[config.mk]
export PLATFORM = sky130hd
export DESIGN_NAME = tnn_ternary_neuron_acc
export DESIGN_NICKNAME = d
export VERILOG_FILES = /design/src/rtl/tnn_ternary_neuron_acc.sv
export SDC_FILE = /design/constraint.sdc
export NUM_CORES = 1
export LEC_CHECK = 0
export ABC_AREA = 1
export CAP_MARGIN = 20
export CORE_ASPECT_RATIO = 1.5
export CORE_MARGIN = 1
export CORE_UTILIZATION = 55
export CTS_CLUSTER_DIAMETER = 50
export DETAILED_ROUTE_END_ITERATION = 8
export DONT_BUFFER_PORTS = 1
export HOLD_SLACK_MARGIN = 0.02
export PLACE_DENSITY_LB_ADDON = 0.12
export SYNTH_ARGS = -nofsm -noshare
export SYNTH_HDL_FRONTEND = slang
export SYNTH_SLANG_ARGS = --single-unit
[constraint.sdc]
create_clock -name clk -period 3.7 [get_ports clk]
set_input_delay 0.74 -clock clk [delete_from_list [all_inputs] [get_ports clk]]
set_output_delay 0.74 -clock clk [all_outputs]
set_load 0.005 [all_outputs]
[src/rtl/tnn_ternary_neuron_acc.sv]
// tnn_ternary_neuron_acc: accumulates (pos_cnt - neg_cnt) over a frame and emits a thresholded ternary activation.
// Ports:
//   clk, rst_n            clock, asynchronous active-low reset
//   in_valid/in_ready     input beat handshake; in_last marks the final beat
//   pos_cnt, neg_cnt      unsigned popcounts of +1 / -1 weighted inputs
//   thr_hi, thr_lo        signed thresholds, sampled on the closing beat
//   out_valid/out_ready   result handshake (one-entry output register)
//   act                   01 = +1, 11 = -1, 00 = 0
//   acc_out               saturated frame sum
//   err                   sticky flag: a frame was closed by the beat limit
module tnn_ternary_neuron_acc #(
    parameter int CNT_W     = 4,
    parameter int ACC_W     = 8,
    parameter int MAX_BEATS = 16
) (
    input  logic             clk,
    input  logic             rst_n,
    input  logic             in_valid,
    output logic             in_ready,
    input  logic             in_last,
    input  logic [CNT_W-1:0] pos_cnt,
    input  logic [CNT_W-1:0] neg_cnt,
    input  logic [ACC_W-1:0] thr_hi,
    input  logic [ACC_W-1:0] thr_lo,
    output logic             out_valid,
    input  logic             out_ready,
    output logic [1:0]       act,
    output logic [ACC_W-1:0] acc_out,
    output logic             err
);
    localparam int BC_W = (MAX_BEATS > 2) ? $clog2(MAX_BEATS) : 1;
    localparam logic [ACC_W-1:0] ACC_MAX = {1'b0, {(ACC_W-1){1'b1}}};
    localparam logic [ACC_W-1:0] ACC_MIN = {1'b1, {(ACC_W-1){1'b0}}};

    logic signed [ACC_W-1:0] acc_q, acc_d, acc_out_q, acc_out_d, acc_next;
    logic [BC_W-1:0]         beat_q, beat_d;
    logic [1:0]              act_q, act_d, act_next;
    logic                    out_valid_q, out_valid_d, err_q, err_d;
    logic [CNT_W:0]          delta;
    logic [ACC_W:0]          sum;
    logic                    accept, forced, close;

    assign in_ready = !out_valid_q | out_ready;
    assign accept   = in_valid & in_ready;
    assign forced   = beat_q == BC_W'(MAX_BEATS-1);
    assign close    = accept & (in_last | forced);
    // modular subtraction of zero-extended counts yields the signed difference directly
    assign delta    = {1'b0, pos_cnt} - {1'b0, neg_cnt};
    // one guard bit; the top two bits disagreeing means the sum left the ACC_W range
    assign sum      = {acc_q[ACC_W-1], acc_q} + {{(ACC_W-CNT_W){delta[CNT_W]}}, delta};
    assign acc_next = (sum[ACC_W:ACC_W-1] == 2'b01) ? ACC_MAX :
                      (sum[ACC_W:ACC_W-1] == 2'b10) ? ACC_MIN : sum[ACC_W-1:0];
    // +1 is tested first so it wins when the thresholds are inverted
    assign act_next = (acc_next > $signed(thr_hi)) ? 2'b01 :
                      (acc_next < $signed(thr_lo)) ? 2'b11 : 2'b00;

    always_comb begin
        acc_d       = accept ? (close ? '0 : acc_next) : acc_q;
        beat_d      = accept ? (close ? '0 : beat_q + BC_W'(1)) : beat_q;
        acc_out_d   = close ? acc_next : acc_out_q;
        act_d       = close ? act_next : act_q;
        out_valid_d = close | (out_valid_q & !out_ready);
        err_d       = err_q | (close & forced & !in_last);
    end

    always_ff @(posedge clk or negedge rst_n) begin
        if (!rst_n) begin
            acc_q       <= '0;
            beat_q      <= '0;
            acc_out_q   <= '0;
            act_q       <= 2'b00;
            out_valid_q <= 1'b0;
            err_q       <= 1'b0;
        end else begin
            acc_q       <= acc_d;
            beat_q      <= beat_d;
            acc_out_q   <= acc_out_d;
            act_q       <= act_d;
            out_valid_q <= out_valid_d;
            err_q       <= err_d;
        end
    end

    assign out_valid = out_valid_q;
    assign act       = act_q;
    assign acc_out   = acc_out_q;
    assign err       = err_q;
endmodule

==> results of run 1 <==
kinds of logic after synthesis:
kind of cell    after synthesis  synth area share
flops                        24            0.3133
buf+inv                      51           0.09987
simple gates                 96            0.2148
fa+ha+maj                    31            0.2102
xor+xnor                      8           0.03655
compound gates               44            0.1253
per-stage QoR:
step                hold slack [ps]  instance area [um^2]
finish                        152.8                  2650
global route                  137.8                  2650
CTS                           151.7                  2524
detailed placement            444.7                  2305
global placement              444.8                  2305
floorplan                     444.4                  2059
registers in the layout (all words and copies together) (netlist names):
register   cells
err            1
acc_out        8
act            2
acc_q          8
out_valid      1
beat_q         4
path summary, 6_finish.rpt:
check | from | endpoint | slack (ps) | cells past startpoint
max in group asynchronous | rst_n | acc_out[4] | 3470 | 0
hold reg to reg | acc_q[3] | acc_q[3] | 510 | 2
setup / recovery | pos_cnt[0] | act[0] | -130 | 27
setup reg to reg | acc_q[0] | act[0] | 490 | 21
hold / removal | rst_n | acc_out[5] | 150 | 0
min in group clk | acc_q[3] | acc_q[3] | 510 | 2
synth_stat cells:
master | n | area (um^2)
or2_2 | 1 | 6.260
a211oi_1 | 1 | 7.510
o21bai_1 | 1 | 7.510
a211o_1 | 1 | 8.760
fa_1 | 2 | 40.04
ha_1 | 29 | 362.9
dfrtp_1 | 24 | 600.6
a21oi_1 | 16 | 80.08
nand3_2 | 1 | 10.01
nand2_1 | 62 | 232.7
nand2_2 | 6 | 37.54
inv_1 | 47 | 176.4
clkinv_1 | 1 | 3.750
o31ai_1 | 1 | 7.510
or2_1 | 1 | 6.260
xnor2_1 | 4 | 35.03
inv_2 | 1 | 3.750
a31oi_1 | 3 | 18.77
xor2_1 | 4 | 35.03
clkbuf_1 | 2 | 7.510
nor2_1 | 11 | 41.29
nand2_4 | 1 | 11.26
o21ai_0 | 19 | 95.09
a21o_1 | 1 | 7.510
o21a_1 | 1 | 7.510
or3_1 | 1 | 6.260
nand3_1 | 12 | 60.06
layout make-up:
type	count	area share
Multi-Input combinational cell	179	0.5302
Sequential cell	24	0.2266
Timing Repair Buffer	38	0.1124
Inverter	49	0.08499
Tap cell	40	0.01889
Clock buffer	3	0.01558
Clock inverter	1	0.01133
power groups by stage:
stage	Combinational (mW)	Clock [mW]	Sequential, mW
4_1_cts	2.17	0.230	0.460
5_1_grt	2.69	0.244	0.474
3_5_place_dp	1.84	0	0.462
3_3_place_gp	1.78	0	0.459
2_1_floorplan	1.16	0	0.437
6_report	2.44	0.234	0.463
critical path: stages:
cell and delay, ps:
clkinv_16 20, ha_4 110, inv_2 30, fa_2 370, a31oi_4 180, buf_12 150, ha_4 160, nand2_4 60
nor2_2 130, nand3_2 100, nand2_1 100, nand2_2 60, nand2_4 100, inv_4 40, nand2_4 90, clkinv_8 90
a21oi_4 150, inv_2 70, ha_4 220, a21oi_1 120, o21a_1 130, o21ai_1 60, a211o_1 300, a31oi_2 160
nand3_1 100, nand2_1 80, inv_1 40
routing by layer:
metal	GRT usage	up-vias	routed length [um]
met3	0.04499	18	184
li1	-	893	-
met1	0.2822	858	1826
met4	0.1492	0	183
met2	0.5556	58	2811
met5	0	-	0
timing repair:
item                       CTS  global route
pin swaps                   12            11
gates resized for setup     20            24
buffers inserted             6             5
setup endpoints to repair    2             2
==> results.toml, run 1 <==
[status]
outcome = "complete, but fails checks"
violations = "setup timing"

[clock_network]
cts_tree = "built"
clk_pin_slew_worst_paths_ps = 90
hold_buffers = 0
numCtsBuffers = 3
clkLatencyLatePin_ps = 270
cts.sinks = 24
cts_root_buf = "clkbuf_8"
htree_levels = 1
cts_buffer_depth = 2

[drt]
vias_per_cell = 5.470
drtIter0Drc = 104
drt_pass1_iterations = 4
ant_nets = 0
wire_per_inst_um = 14.98
drc = 0
vias = 1827
wl_um = 5004

[floorplanning]
dieArea_mm2 = 0.003730
die_y_um = 74.31
coreArea_mm2 = 0.003222
ioPinCount = 42
initial_core_util = 0.5950
rows = 25
chipWidth_um = 50.20

[power_and_ir_drop]
p_total_mw = 3.139
combPwrFrac = 0.778
p_per_area_mw_per_mm2 = 1184
peakVddDrop_mv = 0.9470
clkPwrFrac = 0.074
seqPwrFrac = 0.148
switching_share = 0.4594
intPower_mw = 1.697
power.net_switching_mw = 1.442
power.leakage_nw = 1.370

[grt]
globalRouteOverflowTotal = 0
grt_pass1_vias = 1846
track_usage = 0.2849
antenna_found_initial = 0
grt_max_degree = 25
grt_pass1_wl_um = 7893

[sta]
rsz0062_at_grt = "yes"
finalCritPeriodShare = 1.034
worstMarginPinSlew_ps = 463.1
period_needed_ps = 3827
fin_ws_ps = -127.0
fin_setup_tns_ps = -222.1
max_freq_mhz = 261.3
fin_skew_ps = 4.263
hold_viol_final = 0
finalSetupViolations = 2
max_slew_margin = 0.6905
final-max-slew-violation-count = 0

[layout]
n_antenna_cell = 0
fillers = 194
fin_util = 0.8225
area_growth_pct = 38.25
layout.nets = 355
regArea_um2 = 600.6
layout_common_cells = "51 x nand2_1, 37 x inv_1, 37 x buf_4, 24 x dfrtp_1, 20 x ha_1"
layout_commonest_cell = "nand2_1"
layout-drive-gt1-share = 0.3401
stdcell_count = 334
multi_input_area_mm2 = 0.001405

[placed_design]
portBuffers = 0
dp_hpwl_um = 3436
gp_congestion = 0.8230
dp_slack_ps = -540.9
dp.cells = 319

[worst_setup_path]
cp_max_fo = 7
cp_data_arrival_time_ps = 4000
worst_setup_path_end_kind = "flop"
worstPathRequired_ps = 3880
start_kind = "input pin"
crit_type = "input pin to flop"

[synth]
syn_nets = 314
synth.distinct_cells = 27
ys_warn_count = 0
ys_seq_area_frac = 0.3133
syn_inst = 254
ys_seq_elements = 24
avgSynthCellArea_um2 = 7.547
synth_area_mm2 = 0.001917

[min_path]
hold_class = "input pin to asynchronous set/reset pin"

[run]
cap_violations = 0
Note: power is estimated with default switching activity, not from simulation.
==> run 2: changes to the inputs <==
- CORE_UTILIZATION: 55 -> 51
- DONT_BUFFER_PORTS: 1 -> default
- clock period: 3.7 -> 3.9 ns (I/O delays scaled with it)
==> results.toml, run 2 (same netlist as run 1, synthesis figures left out) <==
[status]
outcome = "complete, but fails checks"
violations = "setup timing"

[worst_setup_path]
crit_type = "input pin to flop"
rr_worst_depth = 23
cp_data_arrival_time_ps = 4430
start_kind = "input pin"
worstReg2RegEnd = "act[1]"
worst_setup_path_end_kind = "flop"
rrSetupSlack_ps = 530
worstPathRequired_ps = 4080
cp_max_fo = 7
r2r_start = "acc_q[0]"

[grt]
track_usage = 0.2892
grt_pass1_wl_um = 8866
globalRouteOverflowTotal = 0
grt_use_met1 = 0.3174
grt_pass1_vias = 2103
grtUsageMet3 = 0.02381
grt-busiest-layer = "met2"
grt.met2_usage = 0.5256
antenna_found_initial = 0
grt_max_degree = 25

[drt]
drc = 0
vias = 2255
wire_per_inst_um = 20.86
drt_pass1_iterations = 5
drtIter0Drc = 110
vias_per_cell = 5.997
wl_um = 7843
ant_nets = 0

[layout]
area_growth_pct = 66.38
layout_common_cells = "45 x nand2_1, 34 x inv_1, 33 x clkdlybuf4s50_1, 32 x buf_4, 24 x dfrtp_1"
design_area_mm2 = 0.003189
layout.nets = 395
stdcell_count = 376
layout-drive-gt1-share = 0.3922
layout_commonest_cell = "nand2_1"
fin_util = 0.9162
n_antenna_cell = 0

[sta]
final-max-slew-violation-count = 0
fin_ws_ps = -351.0
worstMarginPinSlew_ps = 540.8
max_freq_mhz = 235.2
finalCritPeriodShare = 1.090
period_needed_ps = 4251
max_slew_margin = 0.6372
fin_skew_ps = 4.386
finalSetupViolations = 2
hold_viol_final = 0
rsz0062_at_grt = "yes"

[placed_design]
gp_congestion = 0.8658
dp.cells = 359
dp_slack_ps = -935.1
portBuffers = 41
dp_hpwl_um = 3732
placed_area_mm2 = 0.002670

[min_path]
whs_path_depth = 2
hold_path_end = "act[1]"
hp-start = "act[1]"
hold_class = "flop to flop"

[clock_network]
hold_buffers = 0
clkLatencyLatePin_ps = 280
cts_tree = "built"
htree_levels = 1
numCtsBuffers = 3
cts_buffer_depth = 2
cts.sinks = 24
clk_pin_slew_worst_paths_ps = 100
cts_root_buf = "clkbuf_8"

[floorplanning]
initial_core_util = 0.5507
die_y_um = 77.09
dieArea_mm2 = 0.004013
coreArea_mm2 = 0.003481
chipWidth_um = 52.06
rows = 26
ioPinCount = 42

[run]
cap_violations = 0
[run 2: cell count changes in the layout (fill, tap and decap cells not counted), moves of 4 or more]
| cell | before | now |
|---|---|---|
| a21oi_2 | 3 | 7 |
| nand2_1 | 51 | 45 |
| ha_4 | 9 | 13 |
| clkdlybuf4s50_1 | 0 | 33 |
| a21oi_1 | 7 | 3 |
| clkbuf_2 | 0 | 5 |
| buf_4 | 37 | 32 |
| nand2_4 | 4 | 8 |
| ha_1 | 20 | 15 |
[run 2: what timing repair did]
| action | CTS | global route |
|---|---|---|
| endpoints found under the setup margin | 2 | 2 |
| resized for setup | 35 | 67 |
| setup buffers | 10 | 2 |
| pin swaps | 32 | 45 |
| cloned | 0 | 0 |
[run 2: final cells by class]
class / instances / area, um^2
Inverter: 49 / 196.4
Multi-Input combinational cell: 179 / 1549
Tap cell: 42 / 52.55
Clock inverter: 1 / 30.03
Timing Repair Buffer: 78 / 719.4
Sequential cell: 24 / 600.6
Fill cell: 129 / 291.5
Clock buffer: 3 / 41.29
[run 2: per-layer routing]
metal	wire (um)	share of wire	up-vias
met3	530	0.068	61
met4	615	0.078	0
li1	-	-	973
met1	2475	0.32	1060
met2	4222	0.54	161
met5	0	0	-
[run 2: worst max-delay path by stage]
stage	start	end	slack, ps	cells after the start
floorplan	pos_cnt[0]	act[0]	-110	27
global placement	neg_cnt[0]	act[0]	-780	27
detailed placement	pos_cnt[0]	act[0]	-940	28
CTS	neg_cnt[3]	act[0]	-390	29
global route	pos_cnt[0]	act[1]	-470	28
finish	pos_cnt[0]	act[1]	-350	28
[run 2: worst max-delay path: stages]
cell	delay, ps
buf_6	100
inv_4	50
ha_4	120
inv_2	40
fa_2	420
xor2_2	230
ha_1	350
nand3_2	110
nand3_4	100
nand2_4	100
nand3_2	80
nand2_2	130
inv_2	60
nand2_4	90
inv_8	50
buf_4	140
a21oi_4	150
inv_2	80
buf_6	120
ha_4	210
nand2_4	60
nor2_2	60
a211oi_2	350
nand2_1	110
nand2_2	100
nand2_1	60
nand2_1	90
nand2_1	60
[run 2: per-stage QoR]
step           setup TNS, ps  hold WS [ps]
2_1_floorplan         -106.5         459.4
3_3_place_gp           -1474         463.3
3_5_place_dp           -1780         468.1
4_1_cts               -683.8         488.4
5_1_grt               -939.8         519.4
6_report              -673.0         494.5
Power of run 2 is not shown: default switching activity piles up to over one toggle a cycle in this logic, so the estimate is an artifact.
==> run 3: changes to the inputs <==
- CORE_UTILIZATION: 51 -> 24
==> results.toml, run 3 (same netlist as run 1, synthesis figures left out) <==
[status]
violations = "setup timing"
outcome = "complete, but fails checks"

[power_and_ir_drop]
switching_share = 0.4182
combPwrFrac = 0.795
seqPwrFrac = 0.120
peakVddDrop_mv = 0.4959
power.net_switching_mw = 1.473
p_total_mw = 3.521
p_per_area_mw_per_mm2 = 1049
intPower_mw = 2.049
clkPwrFrac = 0.085
power.leakage_nw = 1.645

[sta]
max_slew_margin = 0.6632
finalSetupViolations = 4
finalCritPeriodShare = 1.021
fin_ws_ps = -82.94
final-max-slew-violation-count = 0
fin_setup_tns_ps = -159.4
hold_viol_final = 0
rsz0062_at_grt = "yes"
period_needed_ps = 3983
max_freq_mhz = 251.1
fin_skew_ps = 4.892
worstMarginPinSlew_ps = 502.1

[floorplanning]
initial_core_util = 0.2502
coreArea_mm2 = 0.007661
chipWidth_um = 74.97
ioPinCount = 42
die_y_um = 111.5
rows = 39
dieArea_mm2 = 0.008356

[worst_setup_path]
worst_setup_path_end_kind = "flop"
path_buf_inv = 10
start_kind = "input pin"
cp_max_fo = 7
crit_type = "input pin to flop"
cp_data_arrival_time_ps = 4150
cp_slowest_cell = "fa_2"
worstPathRequired_ps = 4070
cpPeakStageDelay_ps = 430
critPathTopFamily = "adder cells"

[placed_design]
dp_hpwl_um = 4006
dp.cells = 423
dp_slack_ps = -846.6
gp_congestion = 0.7681
portBuffers = 41

[clock_network]
cts_tree = "built"
numCtsBuffers = 3
hold_buffers = 0
cts_buffer_depth = 2
clk_pin_slew_worst_paths_ps = 70
cts_root_buf = "clkbuf_16"
cts.sinks = 24
htree_levels = 1
clkLatencyLatePin_ps = 270

[drt]
ant_nets = 0
wire_per_inst_um = 12.19
drt_pass1_iterations = 4
vias_per_cell = 4.361
vias = 1971
drtIter0Drc = 51
wl_um = 5509
drc = 0

[layout]
layout_common_cells = "53 x nand2_1, 42 x buf_4, 35 x inv_1, 33 x clkdlybuf4s50_1, 24 x dfrtp_1"
n_antenna_cell = 0
fin_util = 0.4380
layout.nets = 411
stdcell_count = 452
area_growth_pct = 75.07
layout_commonest_cell = "nand2_1"
layout-drive-gt1-share = 0.3600

[grt]
globalRouteOverflowTotal = 0
antenna_found_initial = 0
grt_pass1_wl_um = 9004
grt_max_degree = 25
track_usage = 0.1399
grt_pass1_vias = 2002

[min_path]
hold_class = "flop to flop"

[run]
cap_violations = 0
[run 3: cell type report]
class                      instances  area [um^2]
inverter                          49        196.4
multi-input combinational        179         1476
fill                             761         4305
clock buffer                       3        75.07
timing repair buffer              94        849.6
clock inverter                     1        30.03
sequential                        24        600.6
tap                              102        127.6
[run 3: final timing paths]
kind | from | to | slack (ps) | cells after the start
worst max-delay path | pos_cnt[0] | act[0] | -80 | 26
worst min-delay path | err | err | 480 | 1
worst max register to register | acc_q[0] | act[0] | 790 | 20
worst min register to register | err | err | 480 | 1
max in group asynchronous | rst_n | beat_q[0] | 2780 | 2
min in group asynchronous | rst_n | acc_out[2] | 880 | 2
[run 3: metrics by stage]
step                      hold WS, ps  cell area (um^2)
after CTS                       485.0              3172
after floorplan                 459.4              2022
after detailed placement        469.4              2775
after global placement          462.4              2775
after global routing            518.7              3356
final                           482.4              3356
[run 3: repair_timing]
item | 4_1_cts | 5_1_grt
pin swaps | 29 | 33
resized for setup | 56 | 31
buffers inserted | 19 | 6
endpoints found under the setup margin | 2 | 4
[run 3: per-layer routing]
metal  track usage  up-vias  wire length, um
met5             0        -                0
met4       0.04906        0               74
met3      0.008145        4               97
met2        0.2625       28             3130
met1        0.1598      933             2206
li1              -     1006                -
[run 3: power groups by stage]
stage / Clock [mW] / Sequential (mW) / Combinational, mW
2_1_floorplan: 0 / 0.415 / 1.09
3_3_place_gp: 0 / 0.429 / 1.88
3_5_place_dp: 0 / 0.429 / 1.88
4_1_cts: 0.305 / 0.425 / 2.45
5_1_grt: 0.314 / 0.440 / 3.08
6_report: 0.301 / 0.422 / 2.80
==> RTL edit: new RTL, flow settings as in run 3 <==
Change the parameter `ACC_W` from 8 to 10.
--- a/src/rtl/tnn_ternary_neuron_acc.sv
+++ b/src/rtl/tnn_ternary_neuron_acc.sv
@@ -10,7 +10,7 @@
 //   err                   sticky flag: a frame was closed by the beat limit
 module tnn_ternary_neuron_acc #(
     parameter int CNT_W     = 4,
-    parameter int ACC_W     = 8,
+    parameter int ACC_W     = 10,
     parameter int MAX_BEATS = 16
 ) (
     input  logic             clk,
Ports: changed (resized acc_out, thr_hi and thr_lo); port bits go from 42 to 48. No check against the original RTL was run, so the function may have changed too.
==> RTL edit against run 3 <==
- critical endpoint unchanged
- final cell count increased by 16%
- total power increased by 14%
- wire length increased by 25%
- the run still ends with setup timing left
- critical path type unchanged
- largest power group unchanged
- critical path depth increased by 1
- sequential power increased by 15%
- non-clock buffer count increased by 1
- area after synthesis increased by 23%
- first-iteration DRC count increased by 20%
- final area increased by 16%
- setup slack got worse by 0.20 ns
- sequential cell count increased by 4
- fmax decreased by 4.9%
- synthesized cell count increased by 24%
==> RTL edit: results (changes against run 3) <==
Yosys
  – Post-synthesis sequential area ratio: 0.297 (-0.0161)
  – Syn_nets: 384 (+22%)
  – Area contributors post-synth: dfrtp_1 (30%), ha_1 (18%), nand2_1 (13%)
  – Synth unique cells: 30 (+11%)
  – Mean post-synth cell area: 7.48 um2 (-0.84%)
  – Synthesis Warnings: 0 (unchanged)
  – Commonest cells post-synth: nand2_1 (82), inv_1 (57), ha_1 (34)

Routing
  – WL met3: 154 um (+59%)
  – Starting DRT DRC Count: 61 (+20%)
  – Total number of vias: 2,334 (+18%)
  – Drt pass-1 iters: 4 (unchanged)
  – Post-Route WL: 6870 um (+25%)
  – Met2 wire length: 3650 um (+17%)
  – Routed metal-1 wirelength: 2790 um (+26%)
  – DRC errors left: 0 (unchanged)

Status
  – Status: complete, but fails checks
  – Failing checks: setup timing

Final layout
  – Final Non-Filler Cells: 523 (+16%)
  – # fillers: 938 (+23%)
  – Share of cells above drive strength 1: 0.355 (-0.00477)
  – Final nets: 481 (+17%)
  – # diodes: 0 (unchanged)

CTS
  – H-tree depth: 1 (unchanged)
  – Reg clk slew, reported paths: 0.07 ns (about the same)
  – Clk root buf: clkbuf_16
  – Total CTS buffers: 3 (unchanged)
  – CTS Buffer Depth: 2 (unchanged)

Global routing
  – GRT met2 Usage: 0.267 (+0.00444)
  – Number of global-route vias before repair: 2,426 (+21%)
  – GRT Total Usage: 0.140 (+0.000383)
  – GRT met3 Usage: 0.00801 (-0.000134)
  – Initial antenna violation count: 0 (unchanged)
  – Met1 usage in global routing: 0.154 (-0.00544)
  – Wire length of the first global-routing pass: 11,300 um (+26%)
  – Largest net degree at the start of global routing: 29 (+16%)

Power
  – Power Dens Cells: 1030 mW/mm2 (-1.7%)
  – Combinational power share: 0.803 (+0.008)
  – Worst vdd ir: 0.525 mV (+5.8%)
  – Switching share of power: 0.441 (+0.0232)
  – Leak Pwr: 0.00186 uW (+13%)

Worst setup path
  – CP arrival: 4.36 ns (+0.21 ns)
  – Cell family with most CP delay: compound AO/OA/AOI/OAI gates
  – Largest stage delay on the critical path: 0.36 ns (-0.07 ns)
  – CP max FO: 7 (unchanged)
  – Reg2Reg Depth: 21 (+5.0%)

Timing
  – PnR worst setup slack: -0.286 ns (-0.203 ns)
  – # setup viols final: 2 (-2)
  – Clk_skew: 0.00389 ns (-0.00100 ns)
  – Slew HR: 0.590 (-0.0730)

Place
  – # port buffers: 47 (+15%)
  – Placed cell count: 511 (+21%)
  – Hpwl dp: 5670 um (+42%)
  – Routability cong.: 0.848 (+10%)

Worst hold path
  – Hold path depth: 1 (unchanged)
## RTL edit: cell count changes in the layout (fill, tap and decap cells not counted), sizes merged, moves of 5 or more
cell,delta
nand2,+20
clkdlybuf4s50,+6
inv,+9
ha,+5
buf,-5
a21oi,+9
## RTL edit: kinds of logic (layout without fill, tap and decap cells)
kind of cell	after synthesis	after routing	synth area share
AOI/OAI and AO/OA	53	53	0.127
xor gates and xnor gates	11	11	0.0409
adders and majority gates	36	36	0.197
buffers and inverters	60	156	0.0955
DFF	28	28	0.297
and+or+nand+nor	127	127	0.242
## RTL edit: timing repair
item | CTS | global route
gates resized for setup | 58 | 27
gates cloned | 0 | 0
setup endpoints to repair | 2 | 2
pin swaps | 30 | 22
setup buffers | 6 | 2
## RTL edit: through the flow
step	TNS, ns	worst slack, ns	hold WS, ns	area [um2]
floorplan	-0.382	-0.207	0.456	2530
global placement	-3.36	-1.38	0.462	3440
detailed placement	-3.43	-1.38	0.467	3440
CTS	-0.541	-0.331	0.487	3780
global route	-0.955	-0.483	0.496	3910
finish	-0.488	-0.286	0.481	3910
## RTL edit: worst paths after layout
path | slack [ns] | to | start
max | -0.29 | act[0] | pos_cnt[0]
min | 0.48 | err | err
max reg2reg | 0.57 | act[0] | acc_q[0]
min reg2reg | 0.48 | err | err
max in group asynchronous | 2.73 | act[0] | rst_n
min in group asynchronous | 0.89 | acc_out[5] | rst_n
## RTL edit: area by class of cell
cell class | instances | area (um2) | share of cell area
clock buffers | 3 | 75.1 | 0.0192
repair buffers | 95 | 840 | 0.215
multi-input cells | 227 | 1890 | 0.483
clock inverters | 1 | 30.0 | 0.00769
flip-flops and latches | 28 | 701 | 0.179
inverters | 57 | 234 | 0.0599
well taps | 112 | 140 | 0.0359
